--- src/rtl/pipe_fwd_scoreboard_if.sv ---
// Handshake/bus bundle between the ID stage and the hazard/forwarding unit.
// master: ID side (drives instruction fields, regfile data, stage results)
// slave : scoreboard (drives stall, resolved operands, forward flags)
interface pipe_fwd_scoreboard_if #(
    parameter int ADDR_W     = 5,
    parameter int DATA_W     = 32,
    parameter int FWD_STAGES = 3
);
    logic                         id_valid;
    logic                         id_flush;
    logic [ADDR_W-1:0]            id_rs;
    logic [ADDR_W-1:0]            id_rt;
    logic                         id_rs_used;
    logic                         id_rt_used;
    logic                         id_wen;
    logic [ADDR_W-1:0]            id_waddr;
    logic                         id_is_load;
    logic [DATA_W-1:0]            rf_rs_data;
    logic [DATA_W-1:0]            rf_rt_data;
    logic [DATA_W*FWD_STAGES-1:0] stage_data;
    logic                         stall;
    logic [DATA_W-1:0]            rs_data;
    logic [DATA_W-1:0]            rt_data;
    logic                         rs_fwd;
    logic                         rt_fwd;

    modport master (
        output id_valid, id_flush, id_rs, id_rt,
        output id_rs_used, id_rt_used, id_wen,
        output id_waddr, id_is_load,
        output rf_rs_data, rf_rt_data, stage_data,
        input  stall, rs_data, rt_data, rs_fwd, rt_fwd
    );

    modport slave (
        input  id_valid, id_flush, id_rs, id_rt,
        input  id_rs_used, id_rt_used, id_wen,
        input  id_waddr, id_is_load,
        input  rf_rs_data, rf_rt_data, stage_data,
        output stall, rs_data, rt_data, rs_fwd, rt_fwd
    );
endinterface

--- src/rtl/pipe_fwd_scoreboard.sv ---
// Hazard/forwarding scoreboard: tracks destination tags of FWD_STAGES post-ID
// stages, resolves rs/rt operands and raises load-use stall.
// Ports: clk, cpu_rst_n (sync, active-low), cpu_en (advance), bus (slave).
// Optional HAZ_PERF_EN: perf_stall_cnt / perf_fwd_cnt event counters.
module pipe_fwd_scoreboard #(
    parameter int ADDR_W           = 5,
    parameter int DATA_W           = 32,
    parameter int FWD_STAGES       = 3,
    parameter int LOAD_READY_STAGE = 2
) (
    input logic               clk,
    input logic               cpu_rst_n,
    input logic               cpu_en,
    pipe_fwd_scoreboard_if.slave bus
`ifdef HAZ_PERF_EN
    ,
    output logic [31:0]       perf_stall_cnt,
    output logic [31:0]       perf_fwd_cnt
`endif
);

    logic [FWD_STAGES-1:0] r_v;
    logic [FWD_STAGES-1:0] r_ld;
    logic [ADDR_W-1:0]     r_waddr [FWD_STAGES];

    logic              w_rs_hit, w_rs_wait;
    logic              w_rt_hit, w_rt_wait;
    logic [DATA_W-1:0] w_rs_slice, w_rt_slice;
    logic              w_stall, w_issue, w_take;

    // Walk oldest to youngest so the youngest match overwrites.
    always_comb begin
        w_rs_hit   = 1'b0;
        w_rs_wait  = 1'b0;
        w_rs_slice = '0;
        w_rt_hit   = 1'b0;
        w_rt_wait  = 1'b0;
        w_rt_slice = '0;
        for (int k = FWD_STAGES - 1; k >= 0; k--) begin
            if (r_v[k] && bus.id_rs_used &&
                bus.id_rs != '0 && r_waddr[k] == bus.id_rs) begin
                w_rs_hit   = 1'b1;
                w_rs_wait  = r_ld[k] && (k < LOAD_READY_STAGE);
                w_rs_slice = bus.stage_data[k*DATA_W +: DATA_W];
            end
            if (r_v[k] && bus.id_rt_used &&
                bus.id_rt != '0 && r_waddr[k] == bus.id_rt) begin
                w_rt_hit   = 1'b1;
                w_rt_wait  = r_ld[k] && (k < LOAD_READY_STAGE);
                w_rt_slice = bus.stage_data[k*DATA_W +: DATA_W];
            end
        end
    end

    assign w_stall = (w_rs_wait | w_rt_wait) &
                     bus.id_valid & ~bus.id_flush;
    assign w_issue = bus.id_valid & ~bus.id_flush & ~w_stall;
    assign w_take  = w_issue & bus.id_wen & (bus.id_waddr != '0);

    assign bus.stall   = w_stall;
    assign bus.rs_fwd  = w_rs_hit & ~w_rs_wait;
    assign bus.rt_fwd  = w_rt_hit & ~w_rt_wait;
    assign bus.rs_data = bus.rs_fwd ? w_rs_slice : bus.rf_rs_data;
    assign bus.rt_data = bus.rt_fwd ? w_rt_slice : bus.rf_rt_data;

    always_ff @(posedge clk) begin
        if (!cpu_rst_n) begin
            r_v  <= '0;
            r_ld <= '0;
            for (int k = 0; k < FWD_STAGES; k++) r_waddr[k] <= '0;
        end else if (cpu_en) begin
            for (int k = 1; k < FWD_STAGES; k++) begin
                r_v[k]     <= r_v[k-1];
                r_ld[k]    <= r_ld[k-1];
                r_waddr[k] <= r_waddr[k-1];
            end
            r_v[0]     <= w_take;
            r_ld[0]    <= w_take & bus.id_is_load;
            r_waddr[0] <= w_take ? bus.id_waddr : '0;
        end
    end

`ifdef HAZ_PERF_EN
    logic [31:0] r_stall_cnt;
    logic [31:0] r_fwd_cnt;

    always_ff @(posedge clk) begin
        if (!cpu_rst_n) begin
            r_stall_cnt <= '0;
            r_fwd_cnt   <= '0;
        end else if (cpu_en) begin
            if (w_stall)
                r_stall_cnt <= r_stall_cnt + 32'd1;
            else if (bus.rs_fwd | bus.rt_fwd)
                r_fwd_cnt <= r_fwd_cnt + 32'd1;
        end
    end

    assign perf_stall_cnt = r_stall_cnt;
    assign perf_fwd_cnt   = r_fwd_cnt;
`endif

endmodule
--- src/flat_wrapper.sv ---
// flat-port wrapper written by rule: the top's interface ports become plain ports
module pipe_fwd_scoreboard_flat 
#(
    parameter int ADDR_W           = 5,
    parameter int DATA_W           = 32,
    parameter int FWD_STAGES       = 3,
    parameter int LOAD_READY_STAGE = 2
)
  (clk, cpu_rst_n, cpu_en, bus_id_valid, bus_id_flush, bus_id_rs, bus_id_rt, bus_id_rs_used, bus_id_rt_used, bus_id_wen, bus_id_waddr, bus_id_is_load, bus_rf_rs_data, bus_rf_rt_data, bus_stage_data, bus_stall, bus_rs_data, bus_rt_data, bus_rs_fwd, bus_rt_fwd);
  pipe_fwd_scoreboard_if #(.ADDR_W(ADDR_W), .DATA_W(DATA_W), .FWD_STAGES(FWD_STAGES)) bus_i ();
  input logic clk;
  input logic cpu_rst_n;
  input logic cpu_en;
  input wire logic [$bits(bus_i.id_valid)-1:0] bus_id_valid;
  input wire logic [$bits(bus_i.id_flush)-1:0] bus_id_flush;
  input wire logic [$bits(bus_i.id_rs)-1:0] bus_id_rs;
  input wire logic [$bits(bus_i.id_rt)-1:0] bus_id_rt;
  input wire logic [$bits(bus_i.id_rs_used)-1:0] bus_id_rs_used;
  input wire logic [$bits(bus_i.id_rt_used)-1:0] bus_id_rt_used;
  input wire logic [$bits(bus_i.id_wen)-1:0] bus_id_wen;
  input wire logic [$bits(bus_i.id_waddr)-1:0] bus_id_waddr;
  input wire logic [$bits(bus_i.id_is_load)-1:0] bus_id_is_load;
  input wire logic [$bits(bus_i.rf_rs_data)-1:0] bus_rf_rs_data;
  input wire logic [$bits(bus_i.rf_rt_data)-1:0] bus_rf_rt_data;
  input wire logic [$bits(bus_i.stage_data)-1:0] bus_stage_data;
  output wire logic [$bits(bus_i.stall)-1:0] bus_stall;
  output wire logic [$bits(bus_i.rs_data)-1:0] bus_rs_data;
  output wire logic [$bits(bus_i.rt_data)-1:0] bus_rt_data;
  output wire logic [$bits(bus_i.rs_fwd)-1:0] bus_rs_fwd;
  output wire logic [$bits(bus_i.rt_fwd)-1:0] bus_rt_fwd;
  assign bus_i.id_valid = bus_id_valid;
  assign bus_i.id_flush = bus_id_flush;
  assign bus_i.id_rs = bus_id_rs;
  assign bus_i.id_rt = bus_id_rt;
  assign bus_i.id_rs_used = bus_id_rs_used;
  assign bus_i.id_rt_used = bus_id_rt_used;
  assign bus_i.id_wen = bus_id_wen;
  assign bus_i.id_waddr = bus_id_waddr;
  assign bus_i.id_is_load = bus_id_is_load;
  assign bus_i.rf_rs_data = bus_rf_rs_data;
  assign bus_i.rf_rt_data = bus_rf_rt_data;
  assign bus_i.stage_data = bus_stage_data;
  assign bus_stall = bus_i.stall;
  assign bus_rs_data = bus_i.rs_data;
  assign bus_rt_data = bus_i.rt_data;
  assign bus_rs_fwd = bus_i.rs_fwd;
  assign bus_rt_fwd = bus_i.rt_fwd;
  pipe_fwd_scoreboard #(.ADDR_W(ADDR_W), .DATA_W(DATA_W), .FWD_STAGES(FWD_STAGES), .LOAD_READY_STAGE(LOAD_READY_STAGE)) u_core (.clk(clk), .cpu_rst_n(cpu_rst_n), .cpu_en(cpu_en), .bus(bus_i));
endmodule
--- config.mk ---
export PLATFORM = sky130hd
export DESIGN_NAME = pipe_fwd_scoreboard_flat
export DESIGN_NICKNAME = d
export VERILOG_FILES = /design/src/rtl/pipe_fwd_scoreboard_if.sv /design/src/rtl/pipe_fwd_scoreboard.sv /design/src/flat_wrapper.sv
export SDC_FILE = /design/constraint.sdc
export NUM_CORES = 1
export LEC_CHECK = 0
export CORE_AREA = 3 3 105 107
export CTS_BUF_LIST = sky130_fd_sc_hd__clkbuf_2
export DETAILED_ROUTE_END_ITERATION = 16
export DIE_AREA = 0 0 108 110
export PLACE_DENSITY_LB_ADDON = 0.25
export SYNTH_ARGS = -nofsm -noshare
export SYNTH_HDL_FRONTEND = slang
export SYNTH_SLANG_ARGS = --single-unit
--- constraint.sdc ---
create_clock -name clk -period 4 [get_ports clk]
set_input_delay 0.8 -clock clk [delete_from_list [all_inputs] [get_ports clk]]
set_output_delay 0.8 -clock clk [all_outputs]
set_load 0.005 [all_outputs]
==> metrics.md <==
| Metric | Value |
|---|---|
| CTS Root Cell | clkbuf_2 |
| Post-Synth Simple-Gate Area | a little over a fifth |
| Initial antenna violation count | 1 |
| First-pass GRT wire length | roughly 26000 um |
| Antenna Violating Nets Remaining | 0 |
| Fin crit period | roughly 4.0 ns |
| Synth Register Bits | 20 |
| DR top layer | met5 |
| Top cell type's share of synthesized area | 12.6% |
| NumNets Final | 863 |
| Async SR Flop Fraction | 0% |
| Worst slew margin | roughly 37% |
| Max cap viols | 0 |
| Synth warnings | 0 |
| Die area | between 10000 and 15000 sq um |
| Syn nets | about 570 |
| Wire length on met1 | 6830 um |
| Fmax achieved | roughly 250 MHz |
| Vias in the first global route | ~4700 |
| GP Congestion | between 0.8 and 0.9 |
| Die Wd | 108 um |
| Adder-Cell Fraction of Synth Area | 0% |
| Drc violations | 0 |
| HPWL after detailed placement | 13500 um |
| Period utilisation layout | 101% |
| Core region area | between 10000 and 15000 sq um |
| Synth Area in Compound Gates | between 20% and 30% |
| Clk_skew | around 0.0050 ns |
| Hold crit path type | reg -> reg |
| Placed cell areas | 6430 sq um |
| Final setup viols | 18 |
| PwrDens | approximately 110 nW/um^2 |
| Multiplexer share of the synthesized area | between 15 and 20% |
| Worst-Margin Slew | 0.940 ns |
| Sequential area share after synthesis | ~15% |
| CTS clk-pin slew, worst paths | between 0.15 and 0.2 ns |
| GRT Total Usage | ~28% |
| Total gr overflow | 0 |
| Pin count of the biggest net entering global routing | 26 |
| Initial Utilization | between 30% and 40% |
| Final instance area | roughly 6800 sq um |
| Largest family of logic cells by synthesized area | compound AO/OA/AOI/OAI gates |
| Cell with the most instances after synthesis | or3_1 |
| Cts hold-fix bufs | 0 |
| Worst-path fanout max | 6 |
| Worst-Skew Late Latency | between 0.2 and 0.3 ns |
| DR WL met3 | ~1500 um |
| P_leak | between 2 and 3 nW |
| Ys flop type | edfxtp_1 |
| XOR/XNOR Fraction of Synth Area | under 10% |
| Avg WL per Cell | 21.9 um |
| Met2 wire length | between 9000 and 10000 um |
| Routed WL | roughly 18000 um |
| Yosys top cell by area | edfxtp_1 |
| Post-synth EDFFs | 15 |
| Fin util | roughly two thirds |
| Pre-CTS setup slack | -0.756 ns |
| IO Pins | ~250 |
| Clk sinks | 20 |
| Setup_tns | -0.563 ns |
| Hold Vio Cnt, Final | 0 |
| Commonest cells in the synthesized netlist | 32 x or3_1, 26 x clkbuf_1, 26 x o221a_2, 26 x o32a_1, 25 x mux2_4 |
| CTS Buffer Depth | 2 |
| Post-synthesis cell type count | slightly above 50 |
| H-tree Lvls | 1 |
| Top post-synthesis cells by area | edfxtp_1 13%, mux2_4 11%, o221a_2 8.2% |
| Pwr Total | 0.000723 W |
| Mapped cell area | about 3600 sq um |
| Post-synthesis area per instance | between 9 and 10 sq um |
| # diodes | 0 |
| PnR worst setup slack | -0.0486 ns |
| Failing checks | negative setup slack |
| CP required | about 3.2 ns |
| Layout cells sized above 1 | between 30% and 40% |
| # rows | 37 |
| Initial DRC count | 264 |
| CP Launch Type | input port |
| Crit path kind | in -> out |
| Worst Setup End Kind | output port |
| Port-buffer cells | 250 |
| Die height | between 100 and 150 um |
| Routed vias | 4612 |
| Peak supply drop | 0.194 mV |
| RSZ-0062 raised after global routing | true |
| CTS tree | yes |
| Hold path depth | 2 |
| Slew Viols, Final | 0 |
| Worst r2r path cells | 9 |
| Post-Synthesis Cells | slightly below 400 |
| Worst EP arrival | 3.25 ns |
| CTS Buf Count | 3 |
| Vias per cell | between 5 and 6 |
| Run status | finished, violations left |
| Layout Area Growth over Synthesis | 92.3% |
| TritonRoute pass-1 iters | 5 |
cells by family (layout without fill, tap and decap cells):
kind of cell	Yosys count	in the layout
AO/OA/AOI/OAI	118	118
XOR/XNOR	30	30
buffers and inverters	54	343
flip-flops	20	20
multiplexers	46	46
AND/OR/NAND/NOR	121	121
critical path, cell delays in order:
cell and delay, ns:
buf_6 0.09, xor2_1 0.13, or4_4 0.51, or4_4 0.43
mux2_4 0.29, mux2i_4 0.16, buf_12 0.16, buf_12 0.12
buf_16 0.13, mux2_4 0.30, buf_6 0.12
routing by layer:
| layer | up-vias | global-route usage (%) |
|---|---|---|
| met2 | 263 | 50.7 |
| met3 | 32 | 4.72 |
| met4 | 2 | 6.40 |
| li1 | 2143 | - |
| met1 | 2172 | 34.8 |
| met5 | - | 0 |
sequential cells by signal, summed over array words and instances, names as in the netlist:
register,flops
u_core.r_waddr,15
u_core.r_v,3
u_core.r_ld,2
where the power goes:
group / internal, W / switching [W] / leakage [nW]
Clock: 0.0000265 / 0.0000549 / 0.0166
Sequential: 0.000234 / 0.0000136 / 0.206
Combinational: 0.000274 / 0.000120 / 2.65
Total: 0.000534 / 0.000188 / 2.88
cells in the final DEF, fill, tap and decap left out, drive strengths merged, types with 16 or more instances in the layout:
| cell | synthesis | final |
|---|---|---|
| mux2 | 28 | 28 |
| mux2i | 18 | 18 |
| and3 | 29 | 29 |
| dlygate4sd2 | 0 | 31 |
| or3 | 32 | 32 |
| buf | 13 | 115 |
| o32a | 26 | 26 |
| xor2 | 16 | 16 |
| clkdlybuf4s50 | 0 | 172 |
| o221a | 26 | 26 |
| a21oi | 16 | 16 |
path summary, 6_finish.rpt:
kind                           to            startpoint  slack [ns]
max               bus_rt_data[17]          bus_id_rt[0]       -0.05
min                 u_core.r_v[2]         u_core.r_v[2]        0.58
max reg2reg  u_core.r_waddr[0][4]  u_core.r_waddr[0][2]        1.27
min reg2reg         u_core.r_v[2]         u_core.r_v[2]        0.58
metrics by stage:
step / std cells / hold slack [ns]
2_1_floorplan: 389 / 0.497
3_3_place_gp: 784 / 0.550
3_5_place_dp: 784 / 0.556
4_1_cts: 813 / 0.572
5_1_grt: 814 / 0.610
6_report: 814 / 0.576
layout make-up:
type | count | area, sq um
timing repair buffer | 328 | 3290
multi-input combinational | 315 | 2770
tap | 136 | 170
inverter | 11 | 41.3
sequential | 20 | 551
fill | 825 | 3380
clock buffer | 4 | 20.0
what timing repair did:
item | in CTS | in global routing
resized for setup | 254 | 14
cloned | 5 | 0
pin swaps | 8 | 5
setup buffers | 21 | 2
setup endpoints to repair | 67 | 45
Note: power is estimated with default switching activity, not from simulation.
